[config.mk]
export PLATFORM = sky130hd
export DESIGN_NAME = hb_encrypt_core
export DESIGN_NICKNAME = d
export VERILOG_FILES = /design/src/rtl/hb_pkg.sv /design/src/rtl/hb_wd16_round.sv /design/src/rtl/hb_encrypt_core.sv
export SDC_FILE = /design/constraint.sdc
export NUM_CORES = 1
export LEC_CHECK = 0
export ABC_CLOCK_PERIOD_IN_PS = 6800
export CORE_AREA = 3 3 214 237
export DETAILED_ROUTE_END_ITERATION = 12
export DIE_AREA = 0 0 217 240
export PLACE_DENSITY = 0.73
export REMOVE_ABC_BUFFERS = 1
export SYNTH_ARGS = -nofsm -noshare
export SYNTH_HDL_FRONTEND = slang
export SYNTH_SLANG_ARGS = --single-unit
[constraint.sdc]
create_clock -name clk -period 6.8 [get_ports clk]
set_clock_uncertainty 0.15 [all_clocks]
set_input_delay 1.36 -clock clk [delete_from_list [all_inputs] [get_ports clk]]
set_output_delay 1.36 -clock clk [all_outputs]
set_load 0.01 [all_outputs]
[src/rtl/hb_pkg.sv]
// Hummingbird-1 shared definitions: S-boxes, linear mixing, FSM state enum and sizing constants.
package hb_pkg;
  localparam int W      = 16;
  localparam int ROUNDS = 4;
  localparam int STAGES = 4;

  typedef enum logic [1:0] {IDLE, ROUND, DONE} hb_state_e;

  localparam logic [3:0] HB_SBOX1 [16] = '{4'h8, 4'h6, 4'h5, 4'hF, 4'h1, 4'hC, 4'hA, 4'h9,
                                           4'hE, 4'hB, 4'h2, 4'h4, 4'h7, 4'h0, 4'hD, 4'h3};
  localparam logic [3:0] HB_SBOX2 [16] = '{4'h0, 4'h7, 4'hE, 4'h1, 4'h5, 4'hB, 4'h8, 4'h2,
                                           4'h3, 4'hA, 4'hD, 4'h6, 4'hF, 4'hC, 4'h4, 4'h9};
  localparam logic [3:0] HB_SBOX3 [16] = '{4'h2, 4'hE, 4'hF, 4'h5, 4'hC, 4'h1, 4'h9, 4'hA,
                                           4'hB, 4'h4, 4'h6, 4'h8, 4'h0, 4'h7, 4'h3, 4'hD};
  localparam logic [3:0] HB_SBOX4 [16] = '{4'h0, 4'h7, 4'h3, 4'h4, 4'hC, 4'h1, 4'hA, 4'hF,
                                           4'hD, 4'hE, 4'h6, 4'hB, 4'h2, 4'h8, 4'h9, 4'h5};

  // L(x) = x ^ (x <<< 6) ^ (x <<< 10)
  function automatic logic [W-1:0] hb_lmix(input logic [W-1:0] x);
    return x ^ {x[9:0], x[15:10]} ^ {x[5:0], x[15:6]};
  endfunction
endpackage

[src/rtl/hb_wd16_round.sv]
// One combinational WD16 round: y = L(S(x ^ k)).
module hb_wd16_round
  import hb_pkg::*;
(
  input  logic [W-1:0] x_i,
  input  logic [W-1:0] k_i,
  output logic [W-1:0] y_o
);
  logic [W-1:0] t;
  logic [W-1:0] s;

  assign t   = x_i ^ k_i;
  assign s   = {HB_SBOX4[t[15:12]], HB_SBOX3[t[11:8]], HB_SBOX2[t[7:4]], HB_SBOX1[t[3:0]]};
  assign y_o = hb_lmix(s);
endmodule

[src/rtl/hb_encrypt_core.sv]
// Hummingbird-1 encryption datapath: four cascaded WD16 permutations, iterated per clock.
// HB_ROUND_UNROLL_EN chains two rounds per edge, halving latency with identical results.
module hb_encrypt_core
  import hb_pkg::*;
(
  input  logic                      clk,
  input  logic                      reset,
  input  logic                      start,
  output logic                      ready,
  input  logic [W-1:0]              plaintext,
  input  logic [W-1:0]              rs1,
  input  logic [W-1:0]              rs2,
  input  logic [W-1:0]              rs3,
  input  logic [W-1:0]              rs4,
  input  logic [STAGES*ROUNDS*W-1:0] key,
  output logic [W-1:0]              enc1_out,
  output logic [W-1:0]              enc2_out,
  output logic [W-1:0]              enc3_out,
  output logic [W-1:0]              enc_data_out,
  output logic                      data_rdy
);
  hb_state_e                             state_q, state_d;
  logic [1:0]                            stage_q, stage_d, round_q, round_d;
  logic [W-1:0]                          x_q, x_d;
  logic [STAGES-1:0][ROUNDS-1:0][W-1:0]  key_q, key_d;
  logic [2:0][W-1:0]                     rs_q, rs_d;
  logic [STAGES-1:0][W-1:0]              enc_q, enc_d;
  logic                                  rdy_q, rdy_d;
  logic [W-1:0]                          r1_out, step_out, stage_out;
  logic                                  last_round, accept;

  hb_wd16_round u_rnd0 (.x_i(x_q), .k_i(key_q[stage_q][round_q]), .y_o(r1_out));

`ifdef HB_ROUND_UNROLL_EN
  localparam logic [1:0] RSTEP = 2'd2;
  logic [W-1:0] r2_out;
  hb_wd16_round u_rnd1 (.x_i(r1_out), .k_i(key_q[stage_q][round_q | 2'd1]), .y_o(r2_out));
  assign step_out   = r2_out;
  assign last_round = (round_q == 2'd2);
`else
  localparam logic [1:0] RSTEP = 2'd1;
  assign step_out   = r1_out;
  assign last_round = (round_q == 2'd3);
`endif

  // Whitening with k_0 ^ k_2 closes each stage
  assign stage_out = step_out ^ key_q[stage_q][0] ^ key_q[stage_q][2];
  assign accept    = start & ready;

  always_ff @(posedge clk) begin
    if (reset) begin
      state_q <= IDLE;
      stage_q <= '0;
      round_q <= '0;
      x_q     <= '0;
      key_q   <= '0;
      rs_q    <= '0;
      enc_q   <= '0;
      rdy_q   <= 1'b0;
    end else begin
      state_q <= state_d;
      stage_q <= stage_d;
      round_q <= round_d;
      x_q     <= x_d;
      key_q   <= key_d;
      rs_q    <= rs_d;
      enc_q   <= enc_d;
      rdy_q   <= rdy_d;
    end
  end

  always_comb begin
    state_d = state_q;
    unique case (state_q)
      IDLE, DONE: if (start) state_d = ROUND;
      ROUND:      if (last_round && stage_q == 2'd3) state_d = DONE;
      default:    state_d = IDLE;
    endcase
  end

  always_comb begin
    stage_d = stage_q;
    round_d = round_q;
    x_d     = x_q;
    key_d   = key_q;
    rs_d    = rs_q;
    enc_d   = enc_q;
    rdy_d   = 1'b0;
    if (accept) begin
      key_d   = key;
      rs_d    = {rs4, rs3, rs2};
      x_d     = plaintext + rs1;
      stage_d = 2'd0;
      round_d = 2'd0;
    end else if (state_q == ROUND) begin
      if (last_round) begin
        enc_d[stage_q] = stage_out;
        if (stage_q == 2'd3) begin
          rdy_d = 1'b1;
        end else begin
          x_d     = stage_out + rs_q[stage_q];
          stage_d = stage_q + 2'd1;
          round_d = 2'd0;
        end
      end else begin
        x_d     = step_out;
        round_d = round_q + RSTEP;
      end
    end
  end

  always_comb begin
    ready        = (state_q != ROUND);
    data_rdy     = rdy_q;
    enc1_out     = enc_q[0];
    enc2_out     = enc_q[1];
    enc3_out     = enc_q[2];
    enc_data_out = enc_q[3];
  end
endmodule
Word level (Yosys, flattened, before mapping)
Memory sizes are Yosys's and may differ from the RTL's.
Cells that the tools add are included.
- register bits: 391
- ROM bits: 256
- input port bits: 339
- output and inout port bits: 66
- word-level logic and storage cells: 105
- memories kept: 4
- add/subtract/negate cells: 4
- $lt $le $gt $ge: 7
- equal/unequal tests: 9
- mux-type cells: 27
- bitwise logic cells: 14
- reductions and logical operators: 12
- memory list (name ; depth ; bits a word ; read ports ; clocked after Yosys merged registers in ; write ports ; RTL line ; source):
    (name not given) ; 16 ; 4 ; 1 ; 0 ; 0 ; hb_wd16_round.sv:13 ; assign s = {HB_SBOX4[t[15:12]], HB_SBOX3[t[11:8]], HB_SBOX2[t[7:4]], HB_SBOX1[t[3:0]]};
    (name not given) ; 16 ; 4 ; 1 ; 0 ; 0 ; hb_wd16_round.sv:13 ;
    (name not given) ; 16 ; 4 ; 1 ; 0 ; 0 ; hb_wd16_round.sv:13 ;
    (name not given) ; 16 ; 4 ; 1 ; 0 ; 0 ; hb_wd16_round.sv:13 ;
- operators by type and width (cell ; number):
    binary-select mux 64 bit (select 2 bit) ; 1
    two-way mux 16 bit ; 7
    bitwise XOR 16 bit ; 5
    binary-select mux 16 bit (select 2 bit) ; 2
    bitwise mux 64 bit ; 1
    two-way mux 64 bit ; 1
    adder 16 bit ; 2
    demux 16 bit (select 2 bit) ; 1
    two-way mux 4 bit ; 8
    greater-or-equal comparator 5 bit (second input constant) ; 4
    inverter 4 -> 5 bit ; 4
    two-way mux 2 bit ; 4
    == test 2 bit (second input constant) ; 3
    less-than comparator 2 x 3 -> 1 bit (second input constant) ; 2
    inequality test 2 bit (second input constant) ; 3
    AND reduction 2 bit ; 3
    AND reduction 3 bit ; 2
    adder 2 x 1 -> 2 bit (second input constant) ; 2
    inverter 1 bit ; 4
    one-hot mux 2 bit (2 select lines) ; 1
    OR reduction 2 bit ; 2
    OR reduction 4 bit ; 1
    inequality test 3 bit (second input constant) ; 1
    == test 2 x 1 -> 1 bit (second input constant) ; 1
    other kinds (7) ; 8

Logic depth before layout (Yosys ltp)
Gate-level depths: netlist of run 1.
- depth in word-level cells: 18
- gate-level depth with buffers: 28
- depth with buffers taken out: 23

Cells and area by module
A second synthesis of run 1 with hierarchy kept.
- cell total of the unflattened synthesis: 2212
- area, all modules: 18764.2 µm²
- modules (own cells, without submodules) (module ; times used ; cells an instance ; area each (µm²) ; sequential area each (µm²)):
    hb_encrypt_core ; 1 ; 2100 ; 17551.8 ; 7827.5
    hb_wd16_round ; 1 ; 112 ; 1212.4 ; 0.0

Worst setup path after synthesis of run 1
No wires, ideal clock.
- path type: register -> register
- start: reg stage_q[1]
- end: reg x_q[14]
- library setup time: 0.136 ns
- arrival time: 5.420 ns
- required time: 6.514 ns
- slack: 1.094 ns
- stages on the path, launching flop included: 24
- path buffers: 4
- clock period less this slack: 5.706 ns
- cell sequence: dfxtp_1 -> buf_6 -> buf_6 -> buf_6 -> buf_2 -> mux4_2 -> mux4_2 -> xor2_1 -> inv_1 -> ha_1 -> a21oi_1 -> o21ai_0 -> xor2_1 -> xnor2_1 -> xnor2_1 -> inv_1 -> ha_1 -> or3_1 -> a31oi_1 -> a211oi_2 -> o21ai_1 -> nor3_2 -> nor4b_2 -> a211oi_2
- longest elaborated chain between the ends: 18
- RTL lines (what ; RTL line ; source):
    from (decl) ; hb_encrypt_core.sv:23 ; logic [1:0] stage_q, stage_d, round_q, round_d;
    from (signal assigned) ; hb_encrypt_core.sv:62 ; stage_q <= stage_d;
    binary-select mux 64 bit (select 2 bit) * ; hb_encrypt_core.sv:32, hb_encrypt_core.sv:47 ;
    two-way mux 64 bit (implied by the code) * ; hb_encrypt_core.sv:47 ; assign stage_out = step_out ^ key_q[stage_q][0] ^ key_q[stage_q][2];
    binary-select mux 16 bit (select 2 bit) ; hb_encrypt_core.sv:32 ; hb_wd16_round u_rnd0 (.x_i(x_q), .k_i(key_q[stage_q][round_q]), .y_o(r1_out));
    two-way mux 16 bit (implied by the code) ; hb_encrypt_core.sv:32 ;
    bitwise XOR 16 bit ; hb_wd16_round.sv:12 ; assign t = x_i ^ k_i;
    inverter 4 -> 5 bit (implied by the code) ; hb_wd16_round.sv:13 ;
    memory read (16 x 4 bit) ; -- ;
    two-way mux 4 bit (implied by the code) (2 in series) ; hb_wd16_round.sv:13 ;
    bitwise XOR 16 bit (2 in series) ; hb_pkg.sv:20 ; return x ^ {x[9:0], x[15:10]} ^ {x[5:0], x[15:6]};
    bitwise XOR 16 bit ; hb_encrypt_core.sv:47 ;
    bitwise XOR 16 bit * ; hb_encrypt_core.sv:47 ;
    via stage_out[6] ; hb_encrypt_core.sv:29 ; logic [W-1:0] r1_out, step_out, stage_out;
    adder 16 bit * ; hb_encrypt_core.sv:101 ; x_d = stage_out + rs_q[stage_q];
    two-way mux 16 bit * ; hb_encrypt_core.sv:98 ; if (stage_q == 2'd3) begin
    two-way mux 16 bit * ; hb_encrypt_core.sv:96 ; if (last_round) begin
    two-way mux 16 bit * ; hb_encrypt_core.sv:95 ; end else if (state_q == ROUND) begin
    two-way mux 16 bit * ; hb_encrypt_core.sv:89 ; if (accept) begin
    to (signal assigned) ; hb_encrypt_core.sv:55 ; x_q <= '0;
    to (signal assigned) ; hb_encrypt_core.sv:64 ; x_q <= x_d;
    to (decl) ; hb_encrypt_core.sv:24 ; logic [W-1:0] x_q, x_d;
Mark *: on every way through the listed nets, which the timed path passes. The rest lies on a longest branch. The select of a mux whose other input is x is not followed.
A chain may end at the register's enable or synchronous reset.

Worst setup path in the final report of run 1
- start: reg round_q[0]
- end: reg x_q[14]
- longest elaborated chain between the ends: 16
- RTL lines (what ; RTL line ; source):
    from (decl) ; hb_encrypt_core.sv:23 ;
    from (signal assigned) ; hb_encrypt_core.sv:63 ; round_q <= round_d;
    binary-select mux 16 bit (select 2 bit) ; hb_encrypt_core.sv:32 ;
    two-way mux 16 bit (implied by the code) ; hb_encrypt_core.sv:32 ;
    bitwise XOR 16 bit ; hb_wd16_round.sv:12 ;
    inverter 4 -> 5 bit (implied by the code) ; hb_wd16_round.sv:13 ;
    memory read (16 x 4 bit) ; -- ;
    two-way mux 4 bit (implied by the code) (2 in series) ; hb_wd16_round.sv:13 ;
    bitwise XOR 16 bit (2 in series) ; hb_pkg.sv:20 ;
    bitwise XOR 16 bit (2 in series) ; hb_encrypt_core.sv:47 ;
    adder 16 bit ; hb_encrypt_core.sv:101 ;
    two-way mux 16 bit ; hb_encrypt_core.sv:98 ;
    two-way mux 16 bit ; hb_encrypt_core.sv:96 ;
    two-way mux 16 bit ; hb_encrypt_core.sv:95 ;
    two-way mux 16 bit ; hb_encrypt_core.sv:89 ;
Parallel ways exist; a longest one is shown, timed or not. The select of a mux whose other input is x is not followed.

==> flow_metrics.env, run 1 <==
export IMPL_status="finished clean"
export IMPL_die_w_um=217
export IMPL_max_freq_mhz=157
export IMPL_htree_levels=2
export IMPL_grt_max_degree=150
export IMPL_place_ws_ns=0.459
export IMPL_netlist_area_sq_um=19800
export IMPL_yosys_warnings=0
export IMPL_cts_sinks=391
export IMPL_dr_total_vias=18200
export IMPL_worst_setup_path_type="register to register"
export IMPL_hold_viol_final=0
export IMPL_met1_usage_pct=31.0
export IMPL_ys_flop_type="dfxtp_1"
export IMPL_grt_usage_pct=24.1
export IMPL_async_flop_share_pct=0
export IMPL_worst_slew_margin_rel_pct=28.5
export IMPL_cp_arrival_ns=6.64
export IMPL_numCtsBuffers=41
export IMPL_overflow=0
export IMPL_port_buffers=404
export IMPL_row_count=85
export IMPL_hold_class="register to register"
export IMPL_worst_slack_ns=0.429
export IMPL_fin_nets=3080
export IMPL_area_growth_pct=29.3
export IMPL_worst_pin_slew_ns=1.07
export IMPL_cts_path_max_buffers=3
export IMPL_rsz0062_at_grt="false"
export IMPL_cp_required_ns=7.07
export IMPL_synth_edf_count=0
export IMPL_max_stage_delay_ns=0.74
export IMPL_cp_cell_sequence="buf_4 > mux4_1 > mux4_2 > xnor2_4 > mux2i_1 > o21ai_0 > xnor2_1 > xor2_1 > xnor2_1 > inv_1 > ha_1 > or3_1 > a31oi_1 > a211oi_2 > o21ai_1 > nor3_2 > nor4b_2 > a211oi_2"
export IMPL_cts_root_buf="clkbuf_16"
export IMPL_drv_slew=0
export IMPL_synth_seq_cells=391
export IMPL_use_met3_pct=3.54
export IMPL_vias_per_cell=5.40
export IMPL_cts_tree="done"
export IMPL_ant_nets=0
export IMPL_detail_route_wl_per_cell_um=19.2
export IMPL_hold_buffers=0
export IMPL_pin_count=405
export IMPL_crit_slowest_cell="dfxtp_4"
export IMPL_netlist_instances=2375
export IMPL_setup_viol=0
export IMPL_synth_avg_cell_area_sq_um=8.33
export IMPL_fin_crit_ns=6.37
export IMPL_cp_num_buf_inv=2
export IMPL_p_total_mw=8.99
export IMPL_clk_pin_slew_ns=0.06
export IMPL_n_antenna_cell=0
export IMPL_antenna_found_initial=0
export IMPL_synthTopCellsByArea="dfxtp_1 (40%), nand2_1 (14%), a21oi_1 (9.5%)"
export IMPL_critPathTopFamily="XOR/XNOR gates"
export IMPL_die_y_um=240
export IMPL_use_met2_pct=41.8
export IMPL_yosysTopAreaCell="dfxtp_1"
export IMPL_drt_iter0_drc=1549
export IMPL_critPathLaunchType="register"
export IMPL_yosys_area_top_type_share_pct=39.6
export IMPL_grt_pass1_wl_mm=99.8
export IMPL_grt_pass1_vias=18000
export IMPL_core_area_sq_um=48700
export IMPL_start_util_pct=40.6
export IMPL_synth_cell_types=88
export IMPL_maxCapViolations=0
export IMPL_drc=0
export IMPL_routabilityCongestion=0.911
export IMPL_path_max_fanout=45
export IMPL_critPathCaptureType="register"
export IMPL_seq_area_frac_synth_pct=39.6
export IMPL_power_density_nw_per_um2=351
export IMPL_clk_latency_ns=0.56
export IMPL_fin_crit_sh_pct=93.7
export IMPL_drive_above_1_share_pct=8.17
export IMPL_p_leak_nw=9.46
export IMPL_busiest_layer="met2"
export IMPL_fillerInstances=4581
export IMPL_worst_hold_slack_ns=0.300
export IMPL_die_area_sq_um=52100
export IMPL_ir_drop_v=0.000296
export IMPL_dr_pass1_iters=5
export IMPL_drt_wl_total_mm=64.8
export IMPL_place_hpwl_mm=48.5
[synth_stat cells (4+ instances only)]
cell and instances:
and4_1 4, and3_1 10, nand3_1 16, a22oi_1 10
a211o_1 6, nor3_1 31, o21ai_0 41, nand2_1 737
nand4_1 9, mux4_1 8, mux4_2 55, mux2_2 23
inv_1 40, o22ai_1 13, a21oi_1 375, a21o_1 8
nand2b_1 8, buf_6 7, nor2b_1 6, clkbuf_1 124
nor4_1 7, nor2_1 63, o211ai_1 12, and2_1 4
dfxtp_1 391, ha_1 49, a31oi_1 9, buf_1 15
or3_1 7, buf_2 12, xor2_1 33, mux2i_1 69
xnor2_1 61, xnor2_4 4, a211oi_1 29
[logic make-up after synthesis]
family          count (synthesis)  synth area share [%]
xor+xnor                      107                  5.57
simple gates                  916                  18.8
fa+ha+maj                      53                  3.40
buf+inv                       206                  4.43
compound gates                543                  15.7
flops                         391                  39.6
mux                           159                  12.5
[layout by cell type (no fill, tap or decap), types with 5 or more instances in the layout]
cell	netlist	final
a211oi_1	29	29
xnor2_2	3	5
clkbuf_16	0	41
a21o_1	8	8
a31oi_1	9	9
mux4_2	55	55
nor2b_1	6	5
mux2i_1	69	69
a211o_1	6	6
bufinv_16	0	5
or3_1	7	7
a21oi_1	375	375
inv_1	40	40
nand4_1	9	9
nand2_1	737	736
xor2_1	33	33
ha_1	49	49
nor3_1	31	31
clkdlybuf4s50_1	0	403
mux2_2	23	23
xnor2_1	61	59
clkbuf_1	124	5
o22ai_1	13	13
buf_4	2	26
a22oi_1	10	10
clkinv_2	0	12
and3_1	10	10
o21ai_0	41	41
nor2_1	63	63
dfxtp_1	391	388
nand2b_1	8	8
mux4_1	8	8
nand3_1	16	16
o211ai_1	12	12
nor4_1	7	7
[layer usage]
metal,up-vias,wire length (um)
met2,644,32000
li1,8760,-
met3,114,3920
met4,0,2030
met1,8675,26900
met5,-,0
[final cells by class]
class | instances | area, sq um | area share, %
tap | 652 | 816 | 3.19
timing repair buffer | 434 | 4320 | 16.9
clock buffer | 49 | 1090 | 4.24
clock inverter | 22 | 250 | 0.978
inverter | 44 | 165 | 0.645
sequential | 391 | 7840 | 30.6
multi-input combinational | 1778 | 11100 | 43.4
[stage by stage]
stage / instance area [sq um] / std cells / utilization, % / TNS [ns]
after floorplan: 19100 / 2213 / - / -138.37
after global placement: 24200 / 3299 / 49.8 / 0
after detailed placement: 24200 / 3299 / 49.8 / 0
after CTS: 25600 / 3370 / 52.5 / 0
after global routing: 25600 / 3370 / 52.5 / 0
final: 25600 / 3370 / 52.5 / 0
[worst register-to-register path, delay by kind of cell (launching register included)]
family	cells	cell delay (ns)
buffers and inverters	2	0.53
muxes	3	1.32
xor gates and xnor gates	4	1.38
adders and majority gates	1	0.24
and+or+nand+nor	3	0.74
DFF	1	0.74
AOI/OAI and AO/OA	5	1.13
[report_power, final]
group          internal [mW]  switching [mW]  total, mW  leakage [nW]
clock network           1.33           0.941       2.27         0.667
logic                   1.64            2.52       4.16          5.59
registers               2.43           0.127       2.56          3.20
[registers in the layout (all words and copies together), names as in the netlist]
register	flops
enc2_out	16
data_rdy	1
stage_q	2
state_q	2
key_q	256
enc_data_out	16
enc3_out	16
round_q	2
rs_q	48
x_q	16
enc1_out	16
[repair_timing]
| item | CTS | global route |
|---|---|---|
| endpoints found under the hold margin | 0 | 0 |
| setup endpoints to repair | 0 | 3 |
| resized for setup | 0 | 2 |
| setup buffers | 0 | 0 |
[path summary, 6_finish.rpt]
check,startpoint,to,slack (ns),cells past startpoint
setup / recovery,round_q[0]$_SDFFE_PP0P_,x_q[14]$_SDFFE_PP0P_,0.43,18
hold / removal,key_q[155]$_SDFFE_PP0P_,key_q[155]$_SDFFE_PP0P_,0.30,2
setup reg to reg,round_q[0]$_SDFFE_PP0P_,x_q[14]$_SDFFE_PP0P_,0.43,18
hold reg to reg,key_q[155]$_SDFFE_PP0P_,key_q[155]$_SDFFE_PP0P_,0.30,2
Note: power is estimated with default switching activity, not from simulation.
==> inputs of run 2 (changes only) <==
- DONT_BUFFER_PORTS: default -> 1
- MAX_ROUTING_LAYER: default -> met4
- PLACE_DENSITY: 0.73 -> 0.62
==> flow_metrics.env, run 2 (same netlist as run 1, synthesis figures left out) <==
export IMPL_row_count=85
export IMPL_final_cell_mix="nand2_1 (736), dfxtp_1 (388), a21oi_1 (375)"
export IMPL_met1_length_mm=26.1
export IMPL_switchingPower_mw=3.50
export IMPL_worst_slack_ns=0.404
export IMPL_setup_viol=0
export IMPL_switching_share_pct=39.9
export IMPL_cp_arrival_ns=6.68
export IMPL_dr_total_vias=16300
export IMPL_numCtsBuffers=42
export IMPL_worst_hold_slack_ns=0.301
export IMPL_core_area_sq_um=48700
export IMPL_routabilityCongestion=0.939
export IMPL_top_regs="key_q (256), rs_q (48)"
export IMPL_seqPwrFrac_pct=29.2
export IMPL_grt_max_degree=393
export IMPL_cts_tree="done"
export IMPL_power_frac_clock_pct=26.4
export IMPL_drive_above_1_share_pct=9.17
export IMPL_maxUsedRoutingLayer="met4"
export IMPL_detail_route_wl_per_cell_um=20.8
export IMPL_cts_sinks=391
export IMPL_tns_ns=0
export IMPL_port_buffers=0
export IMPL_worst_slew_margin_rel_pct=-35.1
export IMPL_critPathCaptureType="register"
export IMPL_antenna_found_initial=1
export IMPL_crit_slowest_cell="xnor2_1"
export IMPL_drc=0
export IMPL_cp_required_ns=7.09
export IMPL_hold_class="register to register"
export IMPL_final_common_cell="nand2_1"
export IMPL_worst_setup_path_type="register to register"
export IMPL_grt_usage_pct=23.4
export IMPL_overflow=0
export IMPL_postCtsSetupBuffers=0
export IMPL_max_freq_mhz=156
export IMPL_path_max_fanout=23
export IMPL_drv_slew=221
export IMPL_ant_nets=0
export IMPL_die_y_um=240
export IMPL_vias_per_cell=5.50
export IMPL_worst_pin_slew_ns=2.03
export IMPL_grt_pass1_vias=16100
export IMPL_regMostFlops="key_q"
export IMPL_clk_latency_ns=0.56
export IMPL_clk_pin_slew_ns=0.06
export IMPL_p_leak_nw=7.89
export IMPL_drt_wl_total_mm=61.5
export IMPL_cp_cell_sequence="mux4_2 > and3_1 > nor4_1 > and3_1 > inv_1 > ha_1 > mux2i_1 > mux2i_2 > xor2_2 > xnor2_1 > xnor2_1 > ha_1 > a21oi_1 > o21bai_1 > nor2_1 > o21ai_0 > and4_1 > o41ai_2 > o41ai_1 > o2bb2ai_1"
export IMPL_fin_crit_sh_pct=94.1
export IMPL_area_growth_pct=8.88
export IMPL_met2_length_mm=29.7
export IMPL_cts_path_max_buffers=3
export IMPL_fin_crit_ns=6.40
export IMPL_die_w_um=217
export IMPL_hold_viol_final=0
export IMPL_dr_pass1_iters=5
export IMPL_place_hpwl_mm=45.3
export IMPL_largest_register_ffs=256
export IMPL_status="finished, violations left"
export IMPL_max_stage_delay_ns=0.67
export IMPL_power_density_nw_per_um2=407
export IMPL_htree_levels=2
export IMPL_fin_nets=2674
export IMPL_die_area_sq_um=52100
export IMPL_ir_drop_v=0.000247
export IMPL_met3_length_mm=3.53
export IMPL_cts_root_buf="clkbuf_16"
export IMPL_cellInternalPower_mw=5.27
export IMPL_pin_count=405
export IMPL_grt_pass1_wl_mm=92.2
export IMPL_drt_iter0_drc=1156
export IMPL_power_frac_comb_pct=44.4
export IMPL_start_util_pct=40.6
export IMPL_place_ws_ns=0.389
export IMPL_critPathLaunchType="register"
export IMPL_maxCapViolations=0
export IMPL_failed_checks="max-slew violations"
==> run 2: final timing paths <==
| path | cells after the start | slack, ns | to | startpoint |
|---|---|---|---|---|
| hold reg to reg | 2 | 0.30 | key_q[224]$_SDFFE_PP0P_ | key_q[224]$_SDFFE_PP0P_ |
| setup reg to reg | 20 | 0.40 | x_q[15]$_SDFFE_PP0P_ | stage_q[1]$_SDFFE_PP0P_ |
| hold / removal | 2 | 0.30 | key_q[224]$_SDFFE_PP0P_ | key_q[224]$_SDFFE_PP0P_ |
| setup / recovery | 20 | 0.40 | x_q[15]$_SDFFE_PP0P_ | stage_q[1]$_SDFFE_PP0P_ |
==> run 2: layout make-up <==
| type | count | area [sq um] |
|---|---|---|
| antenna | 1 | 2.50 |
| clock buffer | 60 | 1230 |
| clock inverter | 11 | 145 |
| fill | 4924 | 27200 |
| inverter | 44 | 165 |
| multi-input combinational | 1778 | 11100 |
| sequential | 391 | 7840 |
| tap | 652 | 816 |
| timing repair buffer | 27 | 240 |
==> run 2: critical path, delay by kind of cell (launching register included) <==
family / cells / cell delay [ns]
AND/OR/NAND/NOR: 5 / 1.12
AO/OA/AOI/OAI: 6 / 1.21
XOR/XNOR: 3 / 1.23
adder cells (fa/ha/maj): 2 / 0.67
buffers and inverters: 1 / 0.13
multiplexers: 3 / 1.06
flip-flops: 1 / 0.64
==> run 2: repair_timing <==
action | CTS | global route
gates resized for setup | 0 | 1
hold buffers | 0 | 0
setup endpoints to repair | 0 | 4
==> run 2: metal layers <==
layer / track usage (%) / up-vias
li1: - / 7958
met1: 28.9 / 7758
met2: 38.6 / 480
met3: 3.84 / 118
met4: 8.58 / 0
met5: - / -
==> run 2: per-stage QoR <==
step	total power [mW]	utilization [%]	std cells	area (sq um)
finish	8.77	44.2	2964	21500
global placement	6.36	41.4	2892	20200
floorplan	5.42	-	2213	19100
detailed placement	6.42	41.4	2892	20200
CTS	8.76	44.2	2963	21500
global route	9.23	44.2	2964	21500
==> run 2: power by group through the flow <==
stage	Sequential [mW]	Combinational (mW)	Clock, mW
global route	2.57	4.21	2.45
floorplan	2.56	2.86	0
detailed placement	2.61	3.81	0
CTS	2.56	3.83	2.37
global placement	2.60	3.76	0
finish	2.56	3.89	2.32
==> inputs of run 3 (changes only) <==
- ABC_CLOCK_PERIOD_IN_PS: 6800 -> 6500
- SLEW_MARGIN: default -> 25
- clock period: 6.8 -> 6.5 ns (I/O delays scaled with it)
==> flow_metrics.env, run 3 (same netlist as run 1, synthesis figures left out) <==
export IMPL_critPathLaunchType="register"
export IMPL_final_common_cell="nand2_1"
export IMPL_htree_levels=2
export IMPL_top_regs="key_q (256), rs_q (48)"
export IMPL_core_area_sq_um=48700
export IMPL_routabilityCongestion=0.917
export IMPL_r2r_slack_ns=0.40
export IMPL_seqPwrFrac_pct=28.7
export IMPL_max_stage_delay_ns=0.58
export IMPL_p_leak_nw=7.94
export IMPL_cts_tree="done"
export IMPL_maxCapViolations=0
export IMPL_critPathCaptureType="register"
export IMPL_power_density_nw_per_um2=430
export IMPL_min_delay_start="key_q[63]$_SDFFE_PP0P_"
export IMPL_cp_num_buf_inv=4
export IMPL_drt_iter0_drc=1273
export IMPL_detail_route_wl_per_cell_um=20.6
export IMPL_regMostFlops="key_q"
export IMPL_die_area_sq_um=52100
export IMPL_row_count=85
export IMPL_dr_total_vias=16400
export IMPL_largest_register_ffs=256
export IMPL_cp_required_ns=6.76
export IMPL_r2r_start="stage_q[1]$_SDFFE_PP0P_"
export IMPL_critPathTopFamily="XOR/XNOR gates"
export IMPL_postLayoutCellArea_sq_um=21600
export IMPL_overflow=0
export IMPL_drv_slew=0
export IMPL_hold_class="register to register"
export IMPL_hold_end="key_q[63]$_SDFFE_PP0P_"
export IMPL_ir_drop_v=0.000327
export IMPL_worst_slew_margin_rel_pct=35.1
export IMPL_fin_crit_ns=6.10
export IMPL_power_frac_comb_pct=45.2
export IMPL_grt_usage_pct=23.1
export IMPL_switching_share_pct=40.5
export IMPL_start_util_pct=40.6
export IMPL_final_util_pct=44.4
export IMPL_worst_pin_slew_ns=0.974
export IMPL_crit_slowest_cell="dfxtp_4"
export IMPL_holdPathStages=2
export IMPL_switchingPower_mw=3.77
export IMPL_port_buffers=0
export IMPL_fin_crit_sh_pct=93.9
export IMPL_clk_pin_slew_ns=0.06
export IMPL_cp_arrival_ns=6.36
export IMPL_pin_count=405
export IMPL_cts_path_max_buffers=3
export IMPL_fillerInstances=4897
export IMPL_status="finished clean"
export IMPL_worst_setup_path_type="register to register"
export IMPL_ant_nets=0
export IMPL_cts_root_buf="clkbuf_16"
export IMPL_cts_sinks=391
export IMPL_worstRegToRegCells=23
export IMPL_max_freq_mhz=164
export IMPL_area_growth_pct=9.39
export IMPL_vias_per_cell=5.52
export IMPL_place_hpwl_mm=44.6
export IMPL_clk_latency_ns=0.58
export IMPL_antenna_found_initial=3
export IMPL_grt_pass1_wl_mm=91.6
export IMPL_grt_pass1_vias=15800
export IMPL_power_frac_clock_pct=26.1
export IMPL_dr_pass1_iters=5
export IMPL_grt_max_degree=393
export IMPL_hold_viol_final=0
export IMPL_numCtsBuffers=42
export IMPL_cp_cell_sequence="buf_4 > mux4_2 > mux2i_1 > mux2i_1 > xor2_1 > buf_4 > ha_1 > inv_1 > mux2i_1 > nand2_1 > o21ai_0 > xnor2_1 > xor2_1 > xnor2_1 > inv_1 > ha_1 > or3_1 > a31oi_1 > a211oi_2 > o21ai_1 > nor3_2 > nor4b_2 > a211oi_2"
export IMPL_drive_above_1_share_pct=10.0
export IMPL_drt_wl_total_mm=61.3
export IMPL_die_w_um=217
export IMPL_path_max_fanout=20
export IMPL_cpMostUsedCell="mux2i_1"
export IMPL_dpl_cell_area_sq_um=20200
export IMPL_hold_buffers=0
export IMPL_die_y_um=240
export IMPL_final_cell_mix="nand2_1 (736), dfxtp_1 (388), a21oi_1 (375)"
export IMPL_setup_viol=0
export IMPL_drc=0
export IMPL_fin_nets=2678
export IMPL_reg2reg_to="x_q[14]$_SDFFE_PP0P_"
export IMPL_cellInternalPower_mw=5.54
-- run 3: timing repair --
action | 4_1_cts | 5_1_grt
buffers inserted | 0 | 3
setup endpoints to repair | 0 | 10
resized for setup | 0 | 7
-- run 3: power groups by stage --
stage / clock [mW] / sequential, mW / combinational (mW)
after global routing: 2.57 / 2.69 / 4.55
after detailed placement: 0 / 2.72 / 4.02
final: 2.42 / 2.67 / 4.21
after CTS: 2.49 / 2.67 / 4.04
after global placement: 0 / 2.72 / 3.94
after floorplan: 0 / 2.68 / 2.99
-- run 3: worst register-to-register path, delay by kind of cell, from the launching register on --
kind	cells	cell delay, ns
compound gates	5	0.89
xor+xnor	4	1.28
fa+ha+maj	2	0.56
buf+inv	4	0.75
flops	1	0.58
mux	4	0.92
simple gates	4	0.81
-- run 3: metrics by stage --
stage               TNS [ns]  power [mW]  hold slack (ns)  setup slack [ns]  std cells
floorplan            -216.21        5.67            0.275             -1.47       2213
CTS                        0        9.20            0.302             0.133       2969
global placement           0        6.66            0.291             0.409       2893
detailed placement         0        6.74            0.293             0.156       2893
global route        -0.00951        9.81            0.313          -0.00951       2975
finish                     0        9.30            0.302             0.397       2975
-- run 3: layout make-up --
type / count / area (sq um) / area share, %
clock buffers: 53 / 1180 / 5.47
flip-flops and latches: 391 / 7840 / 36.2
repair buffers: 31 / 283 / 1.31
multi-input cells: 1778 / 11100 / 51.5
inverters: 44 / 165 / 0.763
diodes: 3 / 7.51 / 0.0347
well taps: 652 / 816 / 3.77
clock inverters: 23 / 205 / 0.948
-- run 3: worst max path at each step --
stage / start / end / cells after the start
2_1_floorplan: start / x_q[14]$_SDFFE_PP0P_ / 4
3_3_place_gp: round_q[0]$_SDFFE_PP0P_ / x_q[15]$_SDFFE_PP0P_ / 20
3_5_place_dp: stage_q[1]$_SDFFE_PP0P_ / x_q[15]$_SDFFE_PP0P_ / 23
4_1_cts: stage_q[1]$_SDFFE_PP0P_ / x_q[15]$_SDFFE_PP0P_ / 23
5_1_grt: stage_q[1]$_SDFFE_PP0P_ / x_q[14]$_SDFFE_PP0P_ / 23
6_report: stage_q[1]$_SDFFE_PP0P_ / x_q[14]$_SDFFE_PP0P_ / 23
-- run 3: metal layers --
metal | up-vias | share of wire (%) | global-route usage (%)
met5 | - | 0 | -
met4 | 0 | 3.0 | 6.86
li1 | 7976 | - | -
met1 | 7866 | 42 | 28.7
met2 | 463 | 49 | 38.7
met3 | 112 | 6.1 | 3.96
